--- src/rtl/memory_arbiter_pkg.sv ---
// -----------------------------------------------------------------------------
// memory_arbiter_pkg
// Shared architecture constants for the data-memory arbiter: address/data
// widths, FSM state encodings, the wait-counter width and a helper that
// computes the wait-counter preload for a given read latency.
// No ports (package).
// -----------------------------------------------------------------------------
`ifndef ADDRESS_SIZE
`define ADDRESS_SIZE 10
`endif

`ifndef DATA_SIZE
`define DATA_SIZE 16
`endif

`ifndef ARB_STATE_IDLE
`define ARB_STATE_IDLE  2'b00
`define ARB_STATE_ISSUE 2'b01
`define ARB_STATE_WAIT  2'b10
`define ARB_STATE_RESP  2'b11
`endif

package memory_arbiter_pkg;

    localparam int ADDR_W = `ADDRESS_SIZE;
    localparam int DATA_W = `DATA_SIZE;
    localparam int CNT_W  = 3;

    typedef enum logic [1:0] {
        IDLE  = `ARB_STATE_IDLE,
        ISSUE = `ARB_STATE_ISSUE,
        WAIT  = `ARB_STATE_WAIT,
        RESP  = `ARB_STATE_RESP
    } arb_state_e;

    // WAIT covers latency-1 cycles; the counter is checked for zero before
    // decrementing, so it is preloaded with latency-2.
    function automatic logic [CNT_W-1:0] waitLoad(input int latency);
        if (latency <= 2) begin
            return '0;
        end
        return CNT_W'(latency - 2);
    endfunction

endpackage

--- src/rtl/memory_arbiter_rr_select2.sv ---
// -----------------------------------------------------------------------------
// rr_select2
// Two-way round-robin selector used by memory_arbiter.
// Ports:
//   req0, req1 : requests from port 0 / port 1
//   last       : port served most recently (0 or 1)
//   winner     : selected port (only meaningful when a request is present)
// -----------------------------------------------------------------------------
module rr_select2 (
    input  logic req0,
    input  logic req1,
    input  logic last,
    output logic winner
);

    // A lone requester always wins; on a tie the port not served last wins.
    always_comb begin
        winner = 1'b0;
        if (req0 && req1) begin
            winner = ~last;
        end else if (req1) begin
            winner = 1'b1;
        end
    end

endmodule

--- src/rtl/memory_arbiter.sv ---
// -----------------------------------------------------------------------------
// memory_arbiter
// Arbitrates a single data memory between port 0 (core) and port 1
// (auxiliary loader). One access is outstanding at a time; ties are resolved
// round-robin. Reads return data READ_LATENCY cycles after the mem_read strobe.
// Ports:
//   clock, reset                : clock, asynchronous active-high reset
//   reqN, weN, addrN, wdataN     : request, write enable, address, write data
//   gntN                        : one-cycle accept pulse (issue cycle)
//   rvalidN, rdataN             : one-cycle read-valid pulse, held read data
//   mem_read, mem_write         : memory strobes
//   mem_address, mem_data_out   : memory address / write data
//   mem_data_in                 : memory read data
// -----------------------------------------------------------------------------
module memory_arbiter
    import memory_arbiter_pkg::*;
#(
    parameter int READ_LATENCY = 1
) (
    input  logic              clock,
    input  logic              reset,
    input  logic              req0,
    input  logic              req1,
    input  logic              we0,
    input  logic              we1,
    input  logic [ADDR_W-1:0] addr0,
    input  logic [ADDR_W-1:0] addr1,
    input  logic [DATA_W-1:0] wdata0,
    input  logic [DATA_W-1:0] wdata1,
    output logic              gnt0,
    output logic              gnt1,
    output logic              rvalid0,
    output logic              rvalid1,
    output logic [DATA_W-1:0] rdata0,
    output logic [DATA_W-1:0] rdata1,
    output logic              mem_read,
    output logic              mem_write,
    output logic [ADDR_W-1:0] mem_address,
    output logic [DATA_W-1:0] mem_data_out,
    input  logic [DATA_W-1:0] mem_data_in
);

    arb_state_e        state_q,      state_d;
    logic              winnerId_q,   winnerId_d;
    logic              isWrite_q,    isWrite_d;
    logic [ADDR_W-1:0] addr_q,       addr_d;
    logic [DATA_W-1:0] wdata_q,      wdata_d;
    logic              lastServed_q, lastServed_d;
    logic [CNT_W-1:0]  waitCnt_q,    waitCnt_d;
    logic              rvalid0_q,    rvalid0_d;
    logic              rvalid1_q,    rvalid1_d;
    logic [DATA_W-1:0] rdata0_q,     rdata0_d;
    logic [DATA_W-1:0] rdata1_q,     rdata1_d;

    logic              winner;

    rr_select2 u_rrSelect (
        .req0   (req0),
        .req1   (req1),
        .last   (lastServed_q),
        .winner (winner)
    );

    // State and datapath registers. The last-served pointer resets to port 1
    // so that port 0 wins the first tie.
    always_ff @(posedge clock or posedge reset) begin
        if (reset) begin
            state_q      <= IDLE;
            winnerId_q   <= 1'b0;
            isWrite_q    <= 1'b0;
            addr_q       <= '0;
            wdata_q      <= '0;
            lastServed_q <= 1'b1;
            waitCnt_q    <= '0;
            rvalid0_q    <= 1'b0;
            rvalid1_q    <= 1'b0;
            rdata0_q     <= '0;
            rdata1_q     <= '0;
        end else begin
            state_q      <= state_d;
            winnerId_q   <= winnerId_d;
            isWrite_q    <= isWrite_d;
            addr_q       <= addr_d;
            wdata_q      <= wdata_d;
            lastServed_q <= lastServed_d;
            waitCnt_q    <= waitCnt_d;
            rvalid0_q    <= rvalid0_d;
            rvalid1_q    <= rvalid1_d;
            rdata0_q     <= rdata0_d;
            rdata1_q     <= rdata1_d;
        end
    end

    // Next-state and output logic. Memory-side outputs and grants are decoded
    // from the registered state, so reset clears them immediately. rvalid is
    // registered in RESP so that it coincides with the next IDLE cycle.
    always_comb begin
        state_d      = state_q;
        winnerId_d   = winnerId_q;
        isWrite_d    = isWrite_q;
        addr_d       = addr_q;
        wdata_d      = wdata_q;
        lastServed_d = lastServed_q;
        waitCnt_d    = waitCnt_q;
        rvalid0_d    = 1'b0;
        rvalid1_d    = 1'b0;
        rdata0_d     = rdata0_q;
        rdata1_d     = rdata1_q;

        gnt0         = 1'b0;
        gnt1         = 1'b0;
        mem_read     = 1'b0;
        mem_write    = 1'b0;
        mem_address  = '0;
        mem_data_out = '0;

        case (state_q)
            IDLE: begin
                if (req0 || req1) begin
                    winnerId_d   = winner;
                    isWrite_d    = winner ? we1    : we0;
                    addr_d       = winner ? addr1  : addr0;
                    wdata_d      = winner ? wdata1 : wdata0;
                    lastServed_d = winner;
                    state_d      = ISSUE;
                end
            end

            ISSUE: begin
                gnt0        = ~winnerId_q;
                gnt1        = winnerId_q;
                mem_address = addr_q;
                if (isWrite_q) begin
                    mem_write    = 1'b1;
                    mem_data_out = wdata_q;
                    state_d      = IDLE;
                end else begin
                    mem_read = 1'b1;
                    if (READ_LATENCY <= 1) begin
                        state_d = RESP;
                    end else begin
                        waitCnt_d = waitLoad(READ_LATENCY);
                        state_d   = WAIT;
                    end
                end
            end

            WAIT: begin
                if (waitCnt_q == '0) begin
                    state_d = RESP;
                end else begin
                    waitCnt_d = waitCnt_q - 1'b1;
                end
            end

            RESP: begin
                if (winnerId_q) begin
                    rdata1_d  = mem_data_in;
                    rvalid1_d = 1'b1;
                end else begin
                    rdata0_d  = mem_data_in;
                    rvalid0_d = 1'b1;
                end
                state_d = IDLE;
            end

            default: begin
                state_d = IDLE;
            end
        endcase
    end

    assign rvalid0 = rvalid0_q;
    assign rvalid1 = rvalid1_q;
    assign rdata0  = rdata0_q;
    assign rdata1  = rdata1_q;

endmodule

--- config.mk ---
export PLATFORM = sky130hd
export DESIGN_NAME = memory_arbiter
export DESIGN_NICKNAME = d
export VERILOG_FILES = /design/src/rtl/memory_arbiter_pkg.sv /design/src/rtl/memory_arbiter_rr_select2.sv /design/src/rtl/memory_arbiter.sv
export SDC_FILE = /design/constraint.sdc
export NUM_CORES = 1
export LEC_CHECK = 0
export BUFFER_PORTS_ARGS = -buffer_cell sky130_fd_sc_hd__buf_2
export CORE_ASPECT_RATIO = 0.8
export CORE_MARGIN = 3
export CORE_UTILIZATION = 50
export DETAILED_ROUTE_END_ITERATION = 8
export PLACE_DENSITY = 0.84
export SETUP_SLACK_MARGIN = 0.5
export SLEW_MARGIN = 10
export SYNTH_ARGS = -nofsm -noshare
export SYNTH_HDL_FRONTEND = slang
export SYNTH_SLANG_ARGS = --single-unit
--- constraint.sdc ---
create_clock -name clock -period 2.8 [get_ports clock]
set_input_delay 0.28 -clock clock [delete_from_list [all_inputs] [get_ports clock]]
set_output_delay 0.28 -clock clock [all_outputs]
set_load 0.02 [all_outputs]
# Word level (Yosys, flattened, before mapping)
# Cells that the tools add are included.
dict set report word_totals {
  reg_bits 68
  in_bits 74
  output_inout_bits 64
  wordCells 51
}
dict set report op_classes {
  n_addsub 1
  eq_ne 5
  n_mux 22
  bitwise_logic 3
  n_reduce_logical 9
}
# op n
set op_table {}
lappend op_table {{2-to-1 mux 16 bit} 3}
lappend op_table {{2-to-1 mux 10 bit} 2}
lappend op_table {{2-to-1 mux 1 bit} 13}
lappend op_table {{AND reduction 2 bit} 5}
lappend op_table {{one-hot mux 2 bit (4 select lines)} 1}
lappend op_table {{2-to-1 mux 2 bit} 3}
lappend op_table {{equality test 2 bit (second input constant)} 2}
lappend op_table {{!= test 2 bit (second input constant)} 2}
lappend op_table {{zero test 3 bit} 1}
lappend op_table {{NOT 1 bit} 3}
lappend op_table {{subtractor 3 x 1 -> 3 bit (second input constant)} 1}
lappend op_table {{equality test 2 x 1 -> 1 bit (second input constant)} 1}
lappend op_table {{zero test 2 bit} 1}
lappend op_table {{logical AND 1 bit} 1}
lappend op_table {{logical OR 1 bit} 1}

# Longest topological paths before layout
# Gate-level depths: netlist (run 1).
dict set report logic_depth {
  depth_word 3
  ltp_mapped 6
  ltp_nobuf 6
}

# Modules after synthesis
# A second synthesis (run 1) with hierarchy kept.
dict set report unflattened {
  cells_unflattened 228
  hier_area_um2 3229.3
}
# mod n_inst cells_each area_each_um2 seq_area_each_um2
set by_module_without_submodules {}
lappend by_module_without_submodules {memory_arbiter 1 227 3218.1 1702.9}
lappend by_module_without_submodules {rr_select2 1 1 11.3 0.0}

# Worst setup path before layout (run 1)
# Ideal clock, no wire load.
dict set report synth_timing {
  path_type {register -> output}
  start {reg state_q[1]}
  end {out mem_address[0]}
  arrival_time_ns 1.241
  required_ns 2.520
  path_slack_ns 1.279
  stages_incl_launch_ff 5
  n_path_buf 2
  cell_sequence {dfrtp_1 buf_4 and2b_1 clkbuf_1 and2_1}
}
dict set report synth_between {
  elab_chain_cells 2
}
# item line_no
set synth_rtl {}
lappend synth_rtl {{start: declaration} memory_arbiter.sv:43} ;# arb_state_e state_q, state_d;
lappend synth_rtl {{start signal: assignment} memory_arbiter.sv:80} ;# state_q <= state_d;
lappend synth_rtl {{equality test 2 x 1 -> 1 bit} memory_arbiter.sv:117} ;# case (state_q)
lappend synth_rtl {{2-to-1 mux 10 bit} memory_arbiter.sv:117}
lappend synth_rtl {{end: declaration} memory_arbiter.sv:38} ;# output logic [ADDR_W-1:0] mem_address,
# Every way passes these cells.

# Final worst setup path (run 1)
dict set report layout_timing {
  start {reg state_q[1]}
  end {out mem_data_out[6]}
}
dict set report layout_between {
  elab_chain_cells 2
}
# item line_no
set layout_rtl {}
lappend layout_rtl {{equality test 2 x 1 -> 1 bit} memory_arbiter.sv:117}
lappend layout_rtl {{2-to-1 mux 16 bit} memory_arbiter.sv:117}
lappend layout_rtl {{end: declaration} memory_arbiter.sv:39} ;# output logic [DATA_W-1:0] mem_data_out,
# Every way passes these cells.

==> impl_metrics.ini, run 1 <==
[setup_path]
crit_path_start = state_q[1]
arrival_ns = 1.72
worstSetupPathType = register to output port
start_kind = register
cp.depth = 3
timing.rr.start = state_q[0]
r2r_slack_ns = 1.08
r2r-end = wdata_q[14]
critPathTopFamily = simple AND/OR/NAND/NOR gates
path_cells = and2b_2 > and3_1 > buf_2
critPathMaxStageDelay_ns = 0.52
ff2ff_path_depth = 5
crit_required_ns = 2.52
crit_path_end = mem_data_out[6]
crit_path_max_fanout = 27
cp_num_buf_inv = 1
crit_slowest_cell = and2b_2
endpoint_kind = output port

[clock_tree]
cts_hold_buf = 0
path_clk_slew_ns = 0.07
htreeDepth = 3
clock-sinks = 68
cts_made_buffers = 9
cts_root_buffer = clkbuf_8
clock_path_buffers = 2
clock_latency_ns = 0.33
cts_tree = done

[floorplanning]
core_mm2 = 0.00601
floorplan.initialDensity_pct = 52.3
die_h_um = 76.9
rows = 25
io_pins = 138
die-area_mm2 = 0.00727
die_x_um = 94.6

[sta]
setup-violations-final = 0
setup_tns_ns = 0
worstMarginPinSlew_ns = 0.726
hold_viol_final = 0
drv_slew = 0
max_freq_mhz = 499
worst_clock_skew_ns = 0.00443
fin_ws_ns = 0.795
period_needed_ns = 2.00
grt_setup_unrepaired = no
maxSlewHeadroom_pct = 51.5
period_share_pct = 71.6

[run_status]
status = finished clean

[synthesis]
async_flop_share_pct = 100
synth_edf_count = 0
yosysTopAreaCellShare_pct = 53.4
synthMuxAreaShare_pct = 11.8
ys_types = 31
synthTopCellsByArea = dfrtp_1 53%, nand2_1 6.6%, mux2_1 6.5%
synthCells = 292
ys_ff_latch = 68
synthSimpleGateAreaFrac_pct = 15.3
synth_compound_area_share_pct = 12.0
yosys.area.top_type = dfrtp_1
synthFlopType = dfrtp_1
synth_warnings = 0
syn-num-nets = 368
synth_fa_ha_area_share_pct = 0.797
synth_area_mm2 = 0.00314
synth_seq_area_share_pct = 54.3
synth_xor_area_share_pct = 0.279
synth_top_family_by_area = simple AND/OR/NAND/NOR gates
avgSynthCellArea_um2 = 10.7

[placed_design]
portBuffers = 137
place_congestion = 0.764
placed_cells = 492
dp_hpwl_mm = 5.31
pre_cts_ws_ns = 0.947

[grt]
grt_first_pass_wirelength_mm = 12.3
grt_max_degree = 39
antenna_found_initial = 0
track_usage_pct = 21.4
grt_pass1_vias = 2561
gr-total-overflow = 0

[layout]
synthToLayoutAreaGrowth_pct = 29.7
drive_gt1_share_pct = 42.4
final_common_cell = buf_2
fin_nets = 498
fin_cells = 508
fillers = 511
layout_common_cells = 137 x buf_2, 67 x dfrtp_1, 55 x nand2_1, 30 x a21oi_1, 27 x a31oi_1
diodes = 0

[detailed_routing]
routed_wl_mm = 7.49
drc = 0
avgRoutedWirePerCell_um = 14.8
antenna_left = 0
drt-pass1-iter-count = 4
vias = 2647
vias_per_cell = 5.21
drtIter0Drc = 106

[power_and_ir_drop]
p_total_w = 0.00493
vdd_drop_max_v = 0.000578
p_per_area_mw_per_mm2 = 1210
leakagePower_nw = 2.06

[min_path]
holdCritPathClass = input port to asynchronous set/reset pin

[run]
cap_violations = 0
==> sequential cells by signal, indices dropped and copies added (netlist names) <==
signal        flops
addr_q           10
isWrite_q         1
lastServed_q      1
rdata0           16
rdata1           16
rvalid0           1
rvalid1           1
state_q           2
waitCnt_q         3
wdata_q          16
winnerId_q        1
==> worst min-delay path by stage <==
| stage | startpoint | endpoint | depth (start not counted) |
|---|---|---|---|
| 2_1_floorplan | req0 | lastServed_q | 1 |
| 3_3_place_gp | reset | rdata0[6] | 2 |
| 3_5_place_dp | reset | rdata1[5] | 2 |
| 4_1_cts | reset | rdata1[5] | 2 |
| 5_1_grt | reset | rdata0[9] | 2 |
| 6_report | reset | rdata1[5] | 2 |
==> synth_stat cells (2+ instances only) <==
cell	number
and3_1	16
clkbuf_1	3
mux2_1	18
nand3_4	2
clkbuf_4	2
buf_6	3
nand2_1	55
dfrtp_1	67
nand2b_1	2
buf_4	7
mux2_2	14
nor2_1	5
a31oi_1	27
and2_1	12
ha_1	2
inv_1	7
a21oi_1	30
o21ai_0	2
buf_2	6
==> metal layers <==
layer	GRT usage, %	wire length (um)	vias up	share of wire [%]
met5	0	0	-	0
met2	37.1	3910	99	52
met3	7.35	540	5	7.2
met1	25.3	2980	1273	40
li1	-	-	1270	-
met4	5.76	67	0	0.89
==> worst reg2reg max path: stages (launching register included) <==
cell	delay, ns
dfrtp_1	0.50
nor2_2	0.15
buf_4	0.32
and2_1	0.18
buf_4	0.29
a31oi_1	0.15
==> cell type report <==
class	instances	area, um2	share of cell area [%]
sequential	68	1700	41.8
multi-input combinational	195	1260	31.0
timing repair buffer	141	728	17.9
clock buffer	10	138	3.38
clock inverter	6	111	2.74
tap	81	101	2.49
inverter	7	26.3	0.646
==> what timing repair did <==
action,CTS,global route
setup buffers,0,0
resized for setup,0,1
setup endpoints to repair,0,27
==> where the power goes <==
group	leakage, nW	total, W	internal, W	switching (W)
clock network	0.122	0.000975	0.000616	0.000359
registers	0.790	0.00177	0.00146	0.000312
logic	1.15	0.00218	0.000853	0.00133
==> per-stage QoR <==
stage                     area (um2)  hold slack [ns]  util (%)
after floorplan                 3140            0.350         -
after global placement          3820            0.394      63.6
after detailed placement        3820            0.408      63.6
after CTS                       4070           0.0421      67.8
after global routing            4070           0.0745      67.8
final                           4070           0.0331      67.8
==> kinds of logic (layout without fill, tap and decap cells) <==
logic type | count (synthesis) | after routing
AO/OA/AOI/OAI | 63 | 63
multiplexers | 33 | 33
adder cells (fa/ha/maj) | 2 | 2
XOR/XNOR | 1 | 1
flip-flops | 68 | 68
buffers and inverters | 29 | 164
AND/OR/NAND/NOR | 96 | 96
Power figures use the tool's default switching activity.
==> run 2: changes to the inputs <==
--- a/config.mk
+++ b/config.mk
@@ -8,9 +8,9 @@
 export BUFFER_PORTS_ARGS = -buffer_cell sky130_fd_sc_hd__buf_2
 export CORE_ASPECT_RATIO = 0.8
 export CORE_MARGIN = 3
-export CORE_UTILIZATION = 50
+export CORE_UTILIZATION = 47
 export DETAILED_ROUTE_END_ITERATION = 8
-export PLACE_DENSITY = 0.84
+export PLACE_DENSITY = 0.79
 export SETUP_SLACK_MARGIN = 0.5
 export SLEW_MARGIN = 10
 export SYNTH_ARGS = -nofsm -noshare
==> constraint.sdc (replaced) <==
create_clock -name clock -period 2.01 [get_ports clock]
set_input_delay 0.201 -clock clock [delete_from_list [all_inputs] [get_ports clock]]
set_output_delay 0.201 -clock clock [all_outputs]
set_load 0.02 [all_outputs]
==> run 2 against run 1 <==
- non-clock buffer count is 7 higher
- sequential power up 38%
- critical path depth up 1
- routed wire length grew 7.5%
- first-iteration DRC count grew 38%
- combinational power increased by 64%
- clock skew grew 0.0038 ns
- final area increased by 4.0%
- sequential cell count did not move
- sequential share of layout area fell by 1.5 points
- highest routed layer unchanged
==> impl_metrics.ini, run 2 (synthesis gave the netlist of run 1 again) <==
[detailed_routing]
vias = 2664
drt-pass1-iter-count = 4
antenna_left = 0
vias_per_cell = 5.17
routed_wl_mm = 8.05
drc = 0
drtIter0Drc = 146
avgRoutedWirePerCell_um = 15.6

[power_and_ir_drop]
p_per_area_mw_per_mm2 = 1660
vdd_drop_max_v = 0.000924
intPower_w = 0.00403
p_sw_w = 0.00299
clkPwrFrac_pct = 14.3
netSwitchingFraction_pct = 42.6
combPwrFrac_pct = 50.9
pwr-share-seq_pct = 34.8
leakagePower_nw = 2.08

[grt]
grt_first_pass_wirelength_mm = 12.6
gr-total-overflow = 0
antenna_found_initial = 0
grt_max_degree = 69
grt_pass1_vias = 2688
track_usage_pct = 20.4

[setup_path]
crit_path_max_fanout = 13
start_kind = register
crit_required_ns = 1.81
endpoint_kind = output port
critPathMaxStageDelay_ns = 0.41
arrival_ns = 1.48
cp_num_buf_inv = 2
timing.rr.start = state_q[1]
crit_slowest_cell = dfrtp_2
path_cells = and2b_2 > clkbuf_16 > and3_1 > buf_4
worstSetupPathType = register to output port
critPathTopFamily = simple AND/OR/NAND/NOR gates
ff2ff_path_depth = 6
r2r_slack_ns = 0.55
r2r-end = isWrite_q

[layout]
synthToLayoutAreaGrowth_pct = 34.8
fillers = 505
diodes = 0
fin_nets = 505
final_common_cell = buf_2
drive_gt1_share_pct = 44.9
layout_common_cells = 107 x buf_2, 64 x dfrtp_1, 55 x nand2_1, 32 x buf_4, 30 x a21oi_1
final_cell_area_mm2 = 0.00423
finalCoreUtilization_pct = 68.3

[clock_tree]
clock_latency_ns = 0.35
cts_made_buffers = 9
cts_tree = done
htreeDepth = 3
clock-sinks = 68
clock_path_buffers = 2
path_clk_slew_ns = 0.07
cts_root_buffer = clkbuf_8

[floorplanning]
core_mm2 = 0.00619
die-area_mm2 = 0.00770
floorplan.initialDensity_pct = 50.7
die_x_um = 97.4
die_h_um = 79.1
io_pins = 138
rows = 25

[sta]
period_share_pct = 83.8
worstMarginPinSlew_ns = 0.367
period_needed_ns = 1.68
worst_clock_skew_ns = 0.00819
drv_slew = 0
setup-violations-final = 0
grt_setup_unrepaired = yes
maxSlewHeadroom_pct = 75.5
setup_tns_ns = 0
hold_viol_final = 0
hold_slack_ns = 0.0753
max_freq_mhz = 594

[min_path]
min_from = mem_data_in[7]
holdPathStages = 2
hold_end = rdata0[7]
holdCritPathClass = input port to register

[run_status]
status = finished clean

[placed_design]
portBuffers = 137
dp_hpwl_mm = 5.36
place_congestion = 0.772
placed_area_mm2 = 0.00384

[run]
cap_violations = 0
[run 2: changes by cell type in the layout (fill, tap and decap cells not counted), sizes merged]
cell	before	now
clkinvlp	1	5
buf	141	146
dlygate4sd3	0	1
bufinv	3	0
[run 2: worst max path at each step]
stage,from,endpoint,slack [ns],depth (start not counted)
after floorplan,state_q[1],mem_address[0],0.57,4
after global placement,state_q[1],mem_data_out[10],0.54,4
after detailed placement,state_q[1],mem_data_out[12],0.50,4
after CTS,state_q[1],mem_data_out[5],0.34,4
after global routing,state_q[1],mem_data_out[6],0.28,4
final,state_q[0],mem_data_out[13],0.33,4
[run 2: layout make-up]
| type | instances | area, um2 | area share (%) |
|---|---|---|---|
| repair buffers | 148 | 911 | 21.5 |
| multi-input cells | 195 | 1310 | 30.9 |
| well taps | 81 | 101 | 2.40 |
| clock buffers | 9 | 124 | 2.93 |
| flip-flops and latches | 68 | 1710 | 40.3 |
| clock inverters | 7 | 52.6 | 1.24 |
| inverters | 7 | 30.0 | 0.710 |
[run 2: power by group through the flow]
| stage | Clock [W] | Combinational, W | Sequential (W) |
|---|---|---|---|
| detailed placement | 0 | 0.00312 | 0.00248 |
| global placement | 0 | 0.00303 | 0.00246 |
| global route | 0.00108 | 0.00385 | 0.00253 |
| CTS | 0.00103 | 0.00327 | 0.00242 |
| floorplan | 0 | 0.00187 | 0.00275 |
| finish | 0.00101 | 0.00357 | 0.00244 |
[run 2: what timing repair did]
action                                  CTS  global route
endpoints found under the setup margin   30            59
hold buffers                              1             0
hold endpoints to repair                 67             0
gates cloned                              0             1
buffers inserted                          2             1
gates resized for setup                  10            43
[run 2: stage by stage]
step	total power [W]	instances	setup slack (ns)
final	0.00702	515	0.326
after detailed placement	0.00560	494	0.499
after CTS	0.00672	513	0.336
after global routing	0.00747	515	0.275
after floorplan	0.00462	292	0.568
after global placement	0.00550	494	0.536
[run 2: metal layers]
metal | vias to the layer above | GRT usage (%) | part of all wire, %
li1 | 1283 | - | -
met1 | 1294 | 25.0 | 42
met2 | 81 | 35.1 | 51
met3 | 6 | 7.64 | 6.8
met4 | 0 | 4.43 | 0.66
met5 | - | 0 | 0
[run 2: worst register-to-register path: cells and delay by family, from the launching register on]
kind | cells | cell delay, ns
buffers and inverters | 3 | 0.57
AND/OR/NAND/NOR | 1 | 0.09
flip-flops | 1 | 0.40
AO/OA/AOI/OAI | 2 | 0.31
